===== src/rtl/jk_bank_arbiter.sv =====
// Round-robin arbiter granting NREQ requesters access to a shared JK storage bank.
// Each grant drives one load strobe, waits a settle cycle, then checks the readback against a shadow copy.
module jk_bank_arbiter #(
  parameter int NREQ  = 4,
  parameter int WIDTH = 8
) (
  input  logic                    clk,
  input  logic                    rst,
  input  logic [NREQ-1:0]         req,
  input  logic [2*NREQ-1:0]       op_flat,
  input  logic [WIDTH*NREQ-1:0]   mask_flat,
  input  logic [WIDTH-1:0]        q_in,
  output logic [WIDTH-1:0]        j_out,
  output logic [WIDTH-1:0]        k_out,
  output logic                    load,
  output logic [NREQ-1:0]         ack,
  output logic [WIDTH-1:0]        rdata,
  output logic                    busy,
  output logic                    err
);

  localparam int GW = (NREQ > 1) ? $clog2(NREQ) : 1;

  localparam logic [1:0] IDLE   = 2'b00;
  localparam logic [1:0] DRIVE  = 2'b01;
  localparam logic [1:0] SETTLE = 2'b10;
  localparam logic [1:0] ACK    = 2'b11;

  logic [1:0]       state;
  logic [GW-1:0]    ptr;
  logic [GW-1:0]    g;
  logic [1:0]       op_l;
  logic [WIDTH-1:0] mask_l;
  logic [WIDTH-1:0] shadow;

  logic [GW-1:0]    grant_idx;
  logic [1:0]       grant_op;
  logic [WIDTH-1:0] grant_mask;

  // Expected bank contents after a JK load: j,k = 00 hold, 01 clear, 10 set, 11 toggle.
  function automatic logic [WIDTH-1:0] jk_apply(input logic [WIDTH-1:0] cur,
                                                input logic [1:0]       op,
                                                input logic [WIDTH-1:0] mask);
    logic [WIDTH-1:0] nxt;
    nxt = cur;
    for (int b = 0; b < WIDTH; b++) begin
      if (mask[b]) begin
        case (op)
          2'b01:   nxt[b] = 1'b0;
          2'b10:   nxt[b] = 1'b1;
          2'b11:   nxt[b] = ~cur[b];
          default: nxt[b] = cur[b];
        endcase
      end
    end
    return nxt;
  endfunction

  // First requesting index at or after ptr, wrapping modulo NREQ.
  always_comb begin
    logic found;
    found     = 1'b0;
    grant_idx = ptr;
    for (int k = 0; k < NREQ; k++) begin
      int idx;
      idx = int'(ptr) + k;
      if (idx >= NREQ) idx = idx - NREQ;
      if (!found && req[idx]) begin
        found     = 1'b1;
        grant_idx = GW'(idx);
      end
    end
  end

  always_comb begin
    grant_op   = op_flat[2*int'(grant_idx) +: 2];
    grant_mask = mask_flat[WIDTH*int'(grant_idx) +: WIDTH];
  end

  assign busy = (state != IDLE);

  // Outputs are registered, so each strobe appears one cycle after the state that issues it.
  always_ff @(posedge clk or negedge rst) begin
    if (!rst) begin
      state  <= IDLE;
      ptr    <= '0;
      g      <= '0;
      op_l   <= 2'b00;
      mask_l <= '0;
      shadow <= '0;
      j_out  <= '0;
      k_out  <= '0;
      load   <= 1'b0;
      ack    <= '0;
      rdata  <= '0;
      err    <= 1'b0;
    end else begin
      load  <= 1'b0;
      j_out <= '0;
      k_out <= '0;
      ack   <= '0;
      case (state)
        IDLE: begin
          if (|req) begin
            g      <= grant_idx;
            op_l   <= grant_op;
            mask_l <= grant_mask;
            state  <= DRIVE;
          end
        end
        DRIVE: begin
          load   <= 1'b1;
          j_out  <= mask_l & {WIDTH{op_l[1]}};
          k_out  <= mask_l & {WIDTH{op_l[0]}};
          shadow <= jk_apply(shadow, op_l, mask_l);
          state  <= SETTLE;
        end
        SETTLE: begin
          state <= ACK;
        end
        default: begin
          ack   <= NREQ'(1) << g;
          rdata <= q_in;
          if (q_in != shadow) err <= 1'b1;
          ptr   <= (g == GW'(NREQ - 1)) ? '0 : g + GW'(1);
          state <= IDLE;
        end
      endcase
    end
  end

endmodule


===== config.mk =====
export PLATFORM = sky130hd
export DESIGN_NAME = jk_bank_arbiter
export DESIGN_NICKNAME = d
export VERILOG_FILES = /design/src/rtl/jk_bank_arbiter.sv
export SDC_FILE = /design/constraint.sdc
export NUM_CORES = 1
export LEC_CHECK = 0
export ABC_AREA = 0
export BUFFER_PORTS_ARGS = -buffer_cell sky130_fd_sc_hd__buf_4
export CORE_MARGIN = 4
export CORE_UTILIZATION = 30
export CTS_CLUSTER_DIAMETER = 60
export DETAILED_ROUTE_END_ITERATION = 10
export GPL_ROUTABILITY_DRIVEN = 0
export GPL_TIMING_DRIVEN = 0
export SKIP_CTS_REPAIR_TIMING = 1
export SLEW_MARGIN = 30
export SYNTH_ARGS = -nofsm -noshare
export SYNTH_HDL_FRONTEND = slang
export SYNTH_SLANG_ARGS = --single-unit

===== constraint.sdc =====
create_clock -name clk -period 2.3 [get_ports clk]
set_input_delay 0.115 -clock clk [delete_from_list [all_inputs] [get_ports clk]]
set_output_delay 0.115 -clock clk [all_outputs]
set_load 0.05 [all_outputs]

* Word-level counts from Yosys, hierarchy flattened
Cells that the tools add are included.
** Storage, ports and cells
- Flip-flop bits (word level) :: 54
** Cells by class
- Muxes and demuxes :: 38
- Reduce and logical (&&, ||, !) cells :: 21
- Bitwise gates (word level) :: 11
- Add/subtract/negate cells :: 8
- Order comparisons :: 8
- Eq/ne operators :: 8
- Shifts and indexed selects :: 3
** Operators by type and width (count)
- less-than comparator 32 x 4 -> 1 bit (second input constant) :: 4
- two-way mux 32 bit :: 4
- indexed part select 32 x 6 -> 8 bit :: 1
- one-hot mux 1 bit (3 select lines) :: 8
- AND reduction 3 bit :: 8
- AND 8 bit :: 2
- two-way mux 8 bit :: 2
- two-way mux 1 bit :: 12
- two-way mux 2 bit :: 6
- subtractor 3 x 3 -> 4 bit (second input constant) :: 3
- greater-or-equal comparator 3 bit (second input constant) :: 3
- inverter 1 bit :: 9
- binary-select mux 1 bit (select 2 bit) :: 4
- equality test 2 bit (second input constant) :: 4
- != test 8 bit :: 1
- indexed part select 8 x 4 -> 2 bit :: 1
- adder 2 x 2 -> 3 bit (second input constant) :: 2
- one-hot mux 2 bit (3 select lines) :: 1
- equality test 2 x 1 -> 1 bit (second input constant) :: 2
- two-way mux 4 bit :: 1
- AND reduction 2 bit :: 2
- OR reduction 4 bit :: 1
- << shifter 1 x 2 -> 4 bit (first input constant) :: 1
- subtractor 2 x 3 -> 4 bit (second input constant) :: 1
- 10 further kinds :: 14

* Longest topological paths before layout
Gate-level depths: netlist of the first run.
- Word-level depth :: 16
- Gate-level depth with buffers :: 7
- Gate-level depth less buffers :: 6

* Worst setup path before layout of the first run
OpenSTA, ideal clock, no wires.
- Path kind :: register -> register
- Start :: register state[0]
- End :: register mask_l[0]
- Slack :: 614 ps
- Clock period less this slack :: 1686 ps
- Cell stages (with the launch flop) :: 7
- Data required time :: 2209 ps
- Arrival :: 1594 ps
- Library setup time :: 91 ps
- Buffers on the path :: 0
- Cell sequence :: dfrtp_1 > inv_1 > ha_1 > inv_1 > nor2_1 > nand2_1 > o221ai_1
** On the way
- Cells in the longest elaborated chain, start to end :: 2
** Ends and longest elaborated chain
- from (decl) :: RTL line 29 : logic [1:0] state;
- from (signal assigned) :: RTL line 85 : state <= IDLE;
- from (signal assigned) :: RTL line 108 : state <= DRIVE;
- from (signal assigned) :: RTL line 116 : state <= SETTLE;
- zero test 2 bit :: RTL line 102 : case (state)
- AND reduction 2 bit (no line)
- to (signal assigned) :: RTL line 107 : mask_l <= grant_mask;
- to (decl) :: RTL line 33 : logic [WIDTH-1:0] mask_l;
Every way passes these cells.
A chain may end at the register's enable or synchronous reset.

* Worst setup path after layout of the first run
- Start :: register ptr[0]
- End :: register mask_l[1]
** On the way
- Cells in the longest elaborated chain, start to end :: 16
- Elaborated cells between the ends (all ways) :: 41
- Classes of those cells :: 7 x add/sub; 4 x order compare; 1 x shift; 23 x mux; 6 x reduce/logical
** Ends and longest elaborated chain
- from (decl) :: RTL line 30 : logic [GW-1:0] ptr;
- from (signal assigned) :: RTL line 125 : ptr <= (g == GW'(NREQ - 1)) ? '0 : g + GW'(1);
- branches (longest 14 deep; another with subtractor 3 x 3 -> 4 bit)
- two-way mux 2 bit (*) :: RTL line 68 : if (!found && req[idx]) begin
- indexed part select 32 x 6 -> 8 bit (*) :: RTL line 77 : grant_mask = mask_flat[WIDTH*int'(grant_idx) +: WIDTH];
Mark *: on every way between the ends. The select of a mux whose other input is x is not followed.

==> results.json, run 1 <==
{
  "outcome": "finished clean",
  "worstHoldPathType": "input port to register",
  "net-switching-power_mw": 1.87,
  "pin_count": 85,
  "post_drt_wl_per_cell_um": 14.5,
  "fillCellCount": 776,
  "final_nets": 363,
  "totalWireLength_um": 5850,
  "vias_per_cell": 4.69,
  "clk_pin_slew_ns": 0.09,
  "drive_above_1_share_pct": 36.1,
  "floorplan_die_width_um": 99.2,
  "yosys_warnings": 0,
  "postSynthNetCount": 271,
  "residual_drc_count": 0,
  "power.static_leakage_nw": 1.68,
  "vias": 1894,
  "unrepaired_setup_endpoints_after_global_routing": "false",
  "syn-cell-area_sq_mm": 0.00249,
  "p_comb_share_pct": 50.7,
  "crit_fanout": 10,
  "timing.critical_path.max_delay_family": "compound AO/OA/AOI/OAI gates",
  "internal-power_mw": 2.40,
  "dpl_cell_area_sq_mm": 0.00325,
  "final_setup_margin_ns": 0.323,
  "synth.avg_cell_area_sq_um": 11.9,
  "detail-route-antenna-nets": 0,
  "critPathMaxStageDelay_ns": 0.43,
  "detail_route.iter0.violations": 98,
  "post_synth_num_cell_types": 34,
  "report.final.setup_viol": 0,
  "drv.max_cap_violation_count": 0,
  "initial_utilization_pct": 31.6,
  "power.density_cell_area_mw_per_mm2": 1270,
  "wp_data_arrival_ns": 2.14,
  "grt_start_max_net_pins": 55,
  "num_antenna_cells": 0,
  "seq_power_share_pct": 37.3,
  "antenna_found_initial": 0,
  "setup_total_negative_slack_ns": 0,
  "cp.buffers_inverters": 1,
  "die_height_um": 99.2,
  "critical-path-slowest-cell": "sky130_fd_sc_hd__a2111oi_4",
  "first_global_vias": 1915,
  "die-area_sq_mm": 0.00983,
  "clock_path_buffers": 2,
  "synth-seq-area-share_pct": 54.2,
  "timing.fmax_mhz": 506,
  "timing_max_transition_violations_final": 0,
  "number_of_buffers_inserted_by_port_buffering": 84,
  "firstDrtPassIters": 4,
  "crit_type": "register to register",
  "net_switching_share_of_the_total_power_pct": 43.8,
  "final_hold_viol_count": 0,
  "floorplan.rows": 32,
  "worst-endpoint-required_ns": 2.46,
  "design.core.area_sq_mm": 0.00789,
  "cts_tree": "built",
  "total_of_flip_flops_plus_latches_after_synthesis": 54,
  "worstPathCellList": "and2b_4 -> a2111oi_4 -> or2_4 -> buf_8 -> mux2i_1 -> o221ai_1",
  "postLayoutCellArea_sq_mm": 0.00335,
  "global_route.usage.total_pct": 12.0,
  "worst_slew_margin_rel_pct": 56.3,
  "place_ws_ns": 0.400,
  "cts_root_buf": "sky130_fd_sc_hd__clkbuf_8",
  "grt_pass1_wl_um": 9490,
  "worst_setup_path_start_kind": "register",
  "worst_clock_skew_ns": 0.00525,
  "aggregate_global_routing_overflow": 0,
  "place.detailed.hpwl_um": 4650,
  "syn_inst": 209,
  "clk-insertion-delay-late_ns": 0.30,
  "layout-area-overhead-vs-synth_pct": 34.3,
  "layout_worst_path_cycle_share_pct": 85.9,
  "final_period_minus_worst_setup_slack_ns": 1.98,
  "clock_power_share_pct": 11.9,
  "clock_tree.htree_level_count": 2,
  "worst_setup_path_end_kind": "register",
  "vdd_drop_max_mv": 0.293,
  "tritoncts.num_buffers": 5,
  "cts.sink_count": 54,
  "fin_worst_hold_slack_ns": 0.0621,
  "timing_worst_slew_pin_value_ns": 0.656
}
==> cell type report <==
type / instances / area (sq um) / area share (%)
clock buffers: 6 / 72.6 / 2.17
clock inverters: 2 / 13.8 / 0.411
flip-flops and latches: 54 / 1350 / 40.4
repair buffers: 85 / 641 / 19.1
plain buffers: 7 / 47.5 / 1.42
multi-input cells: 139 / 1060 / 31.7
inverters: 9 / 33.8 / 1.01
well taps: 102 / 128 / 3.81
==> metal layers <==
layer	part of all wire (%)	track usage, %	vias up
met3	6.3	2.73	2
met2	48	19.8	62
met1	45	16.2	903
met5	0	0	-
li1	-	-	927
met4	0.63	2.52	0
==> power by group through the flow <==
stage	registers (mW)	logic, mW	clock network (mW)
after floorplan	2.06	1.06	0
final	1.59	2.16	0.508
after CTS	1.60	2.18	0.526
after global routing	1.65	2.37	0.566
after global placement	1.60	2.15	0
after detailed placement	1.62	2.18	0
==> synth_stat cells <==
cell	n	share of area [%]
sky130_fd_sc_hd__dfrtp_1	54	54
sky130_fd_sc_hd__mux2i_1	18	7.2
sky130_fd_sc_hd__nand2_1	16	2.4
sky130_fd_sc_hd__and3_1	13	3.3
sky130_fd_sc_hd__mux2_2	10	4.5
sky130_fd_sc_hd__inv_1	9	1.4
sky130_fd_sc_hd__a21oi_1	8	1.6
sky130_fd_sc_hd__ha_1	8	4.0
sky130_fd_sc_hd__nor2_1	8	1.2
sky130_fd_sc_hd__xnor2_1	8	2.8
sky130_fd_sc_hd__o221ai_1	7	2.5
sky130_fd_sc_hd__and2_1	5	1.3
sky130_fd_sc_hd__nand2b_1	5	1.3
sky130_fd_sc_hd__o21ai_0	5	1.0
sky130_fd_sc_hd__o21a_1	4	1.2
sky130_fd_sc_hd__a2111oi_0	3	1.1
sky130_fd_sc_hd__a311oi_1	3	1.1
sky130_fd_sc_hd__clkbuf_1	3	0.45
sky130_fd_sc_hd__o41ai_1	3	1.1
sky130_fd_sc_hd__and2b_1	2	0.60
sky130_fd_sc_hd__buf_2	2	0.40
sky130_fd_sc_hd__nand4_1	2	0.50
sky130_fd_sc_hd__o21bai_1	2	0.60
sky130_fd_sc_hd__a2111oi_4	1	1.1
sky130_fd_sc_hd__a21boi_0	1	0.30
sky130_fd_sc_hd__and2b_4	1	0.40
sky130_fd_sc_hd__buf_6	1	0.45
sky130_fd_sc_hd__buf_8	1	0.60
sky130_fd_sc_hd__nand3_1	1	0.20
sky130_fd_sc_hd__nor2b_2	1	0.35
sky130_fd_sc_hd__nor3_1	1	0.20
sky130_fd_sc_hd__nor4_1	1	0.25
sky130_fd_sc_hd__o22ai_1	1	0.25
sky130_fd_sc_hd__or2_4	1	0.35
==> final timing paths <==
| path | from | to | slack [ns] | cells past startpoint |
|---|---|---|---|---|
| setup / recovery | ptr[0] | mask_l[1] | 0.32 | 6 |
| hold / removal | q_in[1] | rdata[1] | 0.06 | 2 |
| hold reg to reg | err | err | 0.48 | 1 |
| setup reg to reg | ptr[0] | mask_l[1] | 0.32 | 6 |
| max in group asynchronous | rst | op_l[1] | 1.48 | 2 |
| min in group asynchronous | rst | rdata[2] | 0.38 | 2 |
==> flip-flops by register name, summed over array words and instances (netlist names), 4 cells and up <==
signal,count
k_out,8
rdata,8
shadow,8
mask_l,8
ack,4
j_out,8
==> cells in the final DEF (no fill, tap or decap), types with 2 or more instances in the layout <==
cell type / Yosys / layout
sky130_fd_sc_hd__xnor2_1: 8 / 8
sky130_fd_sc_hd__o41ai_1: 3 / 3
sky130_fd_sc_hd__o21bai_1: 2 / 2
sky130_fd_sc_hd__mux2i_1: 18 / 18
sky130_fd_sc_hd__mux2_2: 10 / 10
sky130_fd_sc_hd__nand2b_1: 5 / 5
sky130_fd_sc_hd__buf_4: 0 / 84
sky130_fd_sc_hd__nand2_1: 16 / 16
sky130_fd_sc_hd__inv_1: 9 / 9
sky130_fd_sc_hd__nand4_1: 2 / 2
sky130_fd_sc_hd__o21ai_0: 5 / 5
sky130_fd_sc_hd__ha_1: 8 / 8
sky130_fd_sc_hd__and3_1: 13 / 13
sky130_fd_sc_hd__o221ai_1: 7 / 7
sky130_fd_sc_hd__clkbuf_1: 3 / 4
sky130_fd_sc_hd__dfrtp_1: 54 / 54
sky130_fd_sc_hd__a21oi_1: 8 / 8
sky130_fd_sc_hd__buf_2: 2 / 2
sky130_fd_sc_hd__and2b_1: 2 / 2
sky130_fd_sc_hd__a2111oi_0: 3 / 3
sky130_fd_sc_hd__and2_1: 5 / 5
sky130_fd_sc_hd__o21a_1: 4 / 4
sky130_fd_sc_hd__clkbuf_8: 0 / 5
sky130_fd_sc_hd__nor2_1: 8 / 8
sky130_fd_sc_hd__a311oi_1: 3 / 3
==> per-stage QoR <==
stage,util (%),power [mW],cells
after floorplan,-,3.12,209
after global placement,41.2,3.75,395
after detailed placement,41.2,3.79,395
after CTS,42.3,4.30,403
after global routing,42.4,4.59,404
final,42.4,4.26,404
==> logic make-up after synthesis <==
logic type	after synthesis	synth area share [%]
buf+inv	16	3.26
mux	28	11.7
compound gates	38	11.7
flops	54	54.2
fa+ha+maj	8	4.02
xor+xnor	8	2.81
simple gates	57	12.2
Note: power is estimated with default switching activity, not from simulation.
==> run 2, diff against run 1 <==
--- a/config.mk
+++ b/config.mk
@@ -6,13 +6,15 @@
 export NUM_CORES = 1
 export LEC_CHECK = 0
 export ABC_AREA = 0
-export BUFFER_PORTS_ARGS = -buffer_cell sky130_fd_sc_hd__buf_4
 export CORE_MARGIN = 4
-export CORE_UTILIZATION = 30
+export CORE_UTILIZATION = 62
 export CTS_CLUSTER_DIAMETER = 60
 export DETAILED_ROUTE_END_ITERATION = 10
+export DONT_BUFFER_PORTS = 1
 export GPL_ROUTABILITY_DRIVEN = 0
 export GPL_TIMING_DRIVEN = 0
+export MAX_ROUTING_LAYER = met4
+export PLACE_DENSITY = 0.78
 export SKIP_CTS_REPAIR_TIMING = 1
 export SLEW_MARGIN = 30
 export SYNTH_ARGS = -nofsm -noshare
==> results.json, run 2 (synthesis gave the netlist of run 1 again) <==
{
  "final_core_utilization_pct": 73.8,
  "first_global_vias": 1743,
  "clk_pin_slew_ns": 0.09,
  "most-common-layout-cells": "sky130_fd_sc_hd__dfrtp_1 (54), sky130_fd_sc_hd__mux2i_1 (18), sky130_fd_sc_hd__nand2_1 (16)",
  "layout_worst_path_cycle_share_pct": 86.2,
  "final_period_minus_worst_setup_slack_ns": 1.98,
  "pin_count": 85,
  "global_route.usage.total_pct": 21.3,
  "worst-endpoint-required_ns": 2.51,
  "drv.max_cap_violation_count": 0,
  "vias": 1692,
  "worstHoldPathType": "input port to register",
  "detail-route-antenna-nets": 0,
  "place.detailed.hpwl_um": 3900,
  "antenna_found_initial": 0,
  "floorplan_die_width_um": 71.4,
  "fin_worst_hold_slack_ns": 0.0488,
  "final_hold_viol_count": 0,
  "firstDrtPassIters": 4,
  "vias_per_cell": 6.15,
  "report.power.total_mw": 4.09,
  "post_drt_wl_per_cell_um": 18.9,
  "outcome": "finished clean",
  "most_common_library_cell_in_the_layout_ignoring_fill_and_taps": "sky130_fd_sc_hd__dfrtp_1",
  "die-area_sq_mm": 0.00510,
  "design.core.area_sq_mm": 0.00377,
  "power.static_leakage_nw": 1.32,
  "cts_tree": "built",
  "aggregate_global_routing_overflow": 0,
  "residual_drc_count": 0,
  "detail_route.iter0.violations": 81,
  "grt_pass1_wl_um": 8250,
  "report.final.setup_viol": 0,
  "wp_data_arrival_ns": 2.19,
  "totalWireLength_um": 5190,
  "worst_setup_path_start_kind": "register",
  "clock_path_buffers": 2,
  "number_of_buffers_inserted_by_port_buffering": 0,
  "tritoncts.num_buffers": 5,
  "timing.fmax_mhz": 504,
  "timing_max_transition_violations_final": 0,
  "drive_above_1_share_pct": 11.9,
  "placedCellCount": 257,
  "floorplan.rows": 22,
  "crit_type": "register to register",
  "setup_total_negative_slack_ns": 0,
  "power.density_cell_area_mw_per_mm2": 1470,
  "worst_setup_path_end_kind": "register",
  "clock_tree.htree_level_count": 2,
  "cts.sink_count": 54,
  "num_antenna_cells": 0,
  "initial_utilization_pct": 66.1,
  "crit_fanout": 8,
  "crit_startpoint": "state[0]",
  "final_nets": 288,
  "worst_clock_skew_ns": 0.00816,
  "worstHoldStart": "mask_flat[9]",
  "layout-area-overhead-vs-synth_pct": 11.6,
  "die_height_um": 71.4,
  "worstPathCellList": "inv_1 -> ha_1 -> inv_1 -> nor2_2 -> nand2_1 -> o221ai_1",
  "worst_slew_margin_rel_pct": 57.6,
  "critPathMaxStageDelay_ns": 0.41,
  "finish.cell_count_without_fillers": 275,
  "unrepaired_setup_endpoints_after_global_routing": "false",
  "clk-insertion-delay-late_ns": 0.31,
  "timing_worst_slew_pin_value_ns": 0.630,
  "cts_root_buf": "sky130_fd_sc_hd__clkbuf_8",
  "crit_top_cell": "sky130_fd_sc_hd__inv_1",
  "critical-path-slowest-cell": "sky130_fd_sc_hd__dfrtp_1",
  "rr_startpoint": "state[0]",
  "vdd_drop_max_mv": 0.796,
  "grt_start_max_net_pins": 55
}
[run 2: cell types whose count changed in the layout (fill, tap and decap cells not counted)]
cell and change:
sky130_fd_sc_hd__dlygate4sd3_1 +8, sky130_fd_sc_hd__nor2_1 -1, sky130_fd_sc_hd__clkinvlp_4 +1, sky130_fd_sc_hd__buf_16 +1, sky130_fd_sc_hd__clkinv_4 -1, sky130_fd_sc_hd__buf_4 -84, sky130_fd_sc_hd__bufinv_16 +1, sky130_fd_sc_hd__clkinv_2 -1
sky130_fd_sc_hd__nor2_2 +1
[run 2: cell type report]
class	count	area, sq um
Inverter	9	33.8
Fill cell	258	988
Timing Repair Buffer	10	118
Clock buffer	6	72.6
Buffer	7	47.5
Multi-Input combinational cell	139	1060
Tap cell	48	60.1
Sequential cell	54	1350
Clock inverter	2	37.5
[run 2: path summary, 6_finish.rpt]
kind,slack [ns],to,depth (start not counted)
setup / recovery,0.32,mask_l[6],6
hold / removal,0.05,mask_l[1],2
setup reg to reg,0.32,mask_l[6],6
hold reg to reg,0.49,shadow[6],1
max in group asynchronous,1.75,mask_l[0],2
min in group asynchronous,0.33,ack[3],2
[run 2: worst max-delay path, delay by kind of cell (launching register included)]
family	cells	cell delay (ns)
compound gates	1	0.26
buf+inv	2	0.36
simple gates	2	0.66
fa+ha+maj	1	0.20
flops	1	0.41
[run 2: where the power goes]
group          total, mW  switching (mW)  internal [mW]  leakage (nW)
Combinational       1.32           0.693          0.627         0.589
Clock              0.627           0.302          0.325        0.0514
Sequential          2.14           0.832           1.31         0.677
[run 2: through the flow]
step / area [sq um] / setup WS (ns)
final: 2780 / 0.316
after global routing: 2780 / 0.120
after CTS: 2660 / 0.183
after detailed placement: 2550 / 0.219
after global placement: 2550 / 0.366
after floorplan: 2490 / 0.614
[run 2: metal layers]
| layer | global-route usage, % | wire length [um] |
|---|---|---|
| met2 | 32.3 | 2400 |
| met4 | 7.93 | 86 |
| met5 | - | 0 |
| met1 | 28.2 | 2220 |
| met3 | 4.63 | 482 |
==> run 3, diff against run 2 <==
--- a/config.mk
+++ b/config.mk
@@ -6,7 +6,7 @@
 export NUM_CORES = 1
 export LEC_CHECK = 0
 export ABC_AREA = 0
-export CORE_MARGIN = 4
+export CORE_MARGIN = 8
 export CORE_UTILIZATION = 62
 export CTS_CLUSTER_DIAMETER = 60
 export DETAILED_ROUTE_END_ITERATION = 10
==> results.json, run 3 (synthesis gave the netlist of run 1 again) <==
{
  "first_global_vias": 1790,
  "vdd_drop_max_mv": 0.721,
  "detail-route-antenna-nets": 0,
  "power.static_leakage_nw": 1.32,
  "clk_pin_slew_ns": 0.09,
  "worstHoldPathType": "input port to register",
  "detail_route.iter0.violations": 69,
  "antenna_found_initial": 0,
  "worst_setup_path_end_kind": "register",
  "place.detailed.hpwl_um": 4310,
  "final_core_utilization_pct": 70.6,
  "layout-area-overhead-vs-synth_pct": 11.7,
  "aggregate_global_routing_overflow": 0,
  "design.core.area_sq_mm": 0.00394,
  "cts_tree": "built",
  "crit_type": "register to register",
  "most_common_library_cell_in_the_layout_ignoring_fill_and_taps": "sky130_fd_sc_hd__dfrtp_1",
  "fillCellCount": 301,
  "most-common-layout-cells": "sky130_fd_sc_hd__dfrtp_1 (54), sky130_fd_sc_hd__mux2i_1 (18), sky130_fd_sc_hd__nand2_1 (16)",
  "floorplan.rows": 23,
  "residual_drc_count": 0,
  "clock_tree.htree_level_count": 2,
  "pin_count": 85,
  "drive_above_1_share_pct": 11.5,
  "layout_worst_path_cycle_share_pct": 90.4,
  "placedCellCount": 259,
  "cts.sink_count": 54,
  "setup_total_negative_slack_ns": 0,
  "global_route.usage.total_pct": 18.1,
  "grt_pass1_wl_um": 8730,
  "cts_root_buf": "sky130_fd_sc_hd__clkbuf_8",
  "die_height_um": 79.4,
  "timing_max_transition_violations_final": 0,
  "final_hold_viol_count": 0,
  "initial_utilization_pct": 63.2,
  "grt_start_max_net_pins": 55,
  "vias": 1674,
  "multi_input_area_sq_mm": 0.00106,
  "worst_clock_skew_ns": 0.0103,
  "number_of_buffers_inserted_by_port_buffering": 0,
  "vias_per_cell": 6.07,
  "clock_path_buffers": 2,
  "totalWireLength_um": 5580,
  "clk-insertion-delay-late_ns": 0.30,
  "tritoncts.num_buffers": 5,
  "floorplan_die_width_um": 79.4,
  "finish.cell_count_without_fillers": 276,
  "area.sequential_sq_mm": 0.00135,
  "outcome": "finished clean",
  "timing_worst_slew_pin_value_ns": 0.490,
  "wp_data_arrival_ns": 2.28,
  "power.density_cell_area_mw_per_mm2": 1480,
  "final_period_minus_worst_setup_slack_ns": 2.08,
  "final_nets": 288,
  "num_antenna_cells": 0,
  "worst_slew_margin_rel_pct": 67.3,
  "firstDrtPassIters": 4,
  "drv.max_cap_violation_count": 0,
  "worst_setup_path_start_kind": "register",
  "post_drt_wl_per_cell_um": 20.2,
  "die-area_sq_mm": 0.00631,
  "unrepaired_setup_endpoints_after_global_routing": "false",
  "timing.fmax_mhz": 481,
  "worst-endpoint-required_ns": 2.50,
  "crit_fanout": 8,
  "report.final.setup_viol": 0
}
run 3: per-layer routing:
layer / GRT usage (%) / up-vias / part of all wire, %
met4: 6.11 / 0 / 1.0
met1: 22.6 / 816 / 45
met5: - / - / 0
li1: - / 777 / -
met2: 27.8 / 77 / 48
met3: 4.84 / 4 / 6.8
run 3: area by class of cell:
class	count	area share, %
inverter	9	1.21
sequential	54	48.5
timing repair buffer	10	4.22
multi-input combinational	139	38.1
tap	50	2.25
buffer	7	1.71
clock inverter	1	1.08
clock buffer	6	2.96
run 3: critical path: stages, from the launching register on:
cell and delay [ns]:
sky130_fd_sc_hd__dfrtp_1 0.41, sky130_fd_sc_hd__inv_1 0.11, sky130_fd_sc_hd__ha_1 0.20, sky130_fd_sc_hd__inv_1 0.25
sky130_fd_sc_hd__nor2_1 0.43, sky130_fd_sc_hd__nand2_1 0.31, sky130_fd_sc_hd__o221ai_1 0.26
run 3: final timing paths:
check,startpoint,end,slack [ns],depth (start not counted)
hold reg to reg,shadow[1],shadow[1],0.50,1
min in group asynchronous,rst,k_out[1],0.34,2
setup / recovery,state[0],mask_l[3],0.22,6
max in group asynchronous,rst,j_out[0],1.73,2
setup reg to reg,state[0],mask_l[3],0.22,6
hold / removal,mask_flat[12],mask_l[4],0.05,2
run 3: metrics by stage:
stage               total power [mW]  cell area (sq um)  hold slack (ns)  setup WS, ns
global route                    4.36               2790           0.0617        0.0638
floorplan                       3.12               2490           -0.181         0.614
detailed placement              3.46               2550           -0.179         0.273
CTS                             4.09               2670           -0.507         0.250
finish                          4.11               2790           0.0543         0.221
global placement                3.35               2550           -0.179         0.356
run 3: power by group:
| part | leakage [nW] | total, mW | internal (mW) | switching [mW] |
|---|---|---|---|---|
| registers | 0.677 | 2.15 | 1.31 | 0.842 |
| logic | 0.589 | 1.32 | 0.626 | 0.694 |
| clock network | 0.0573 | 0.640 | 0.349 | 0.291 |
| total | 1.32 | 4.11 | 2.28 | 1.83 |
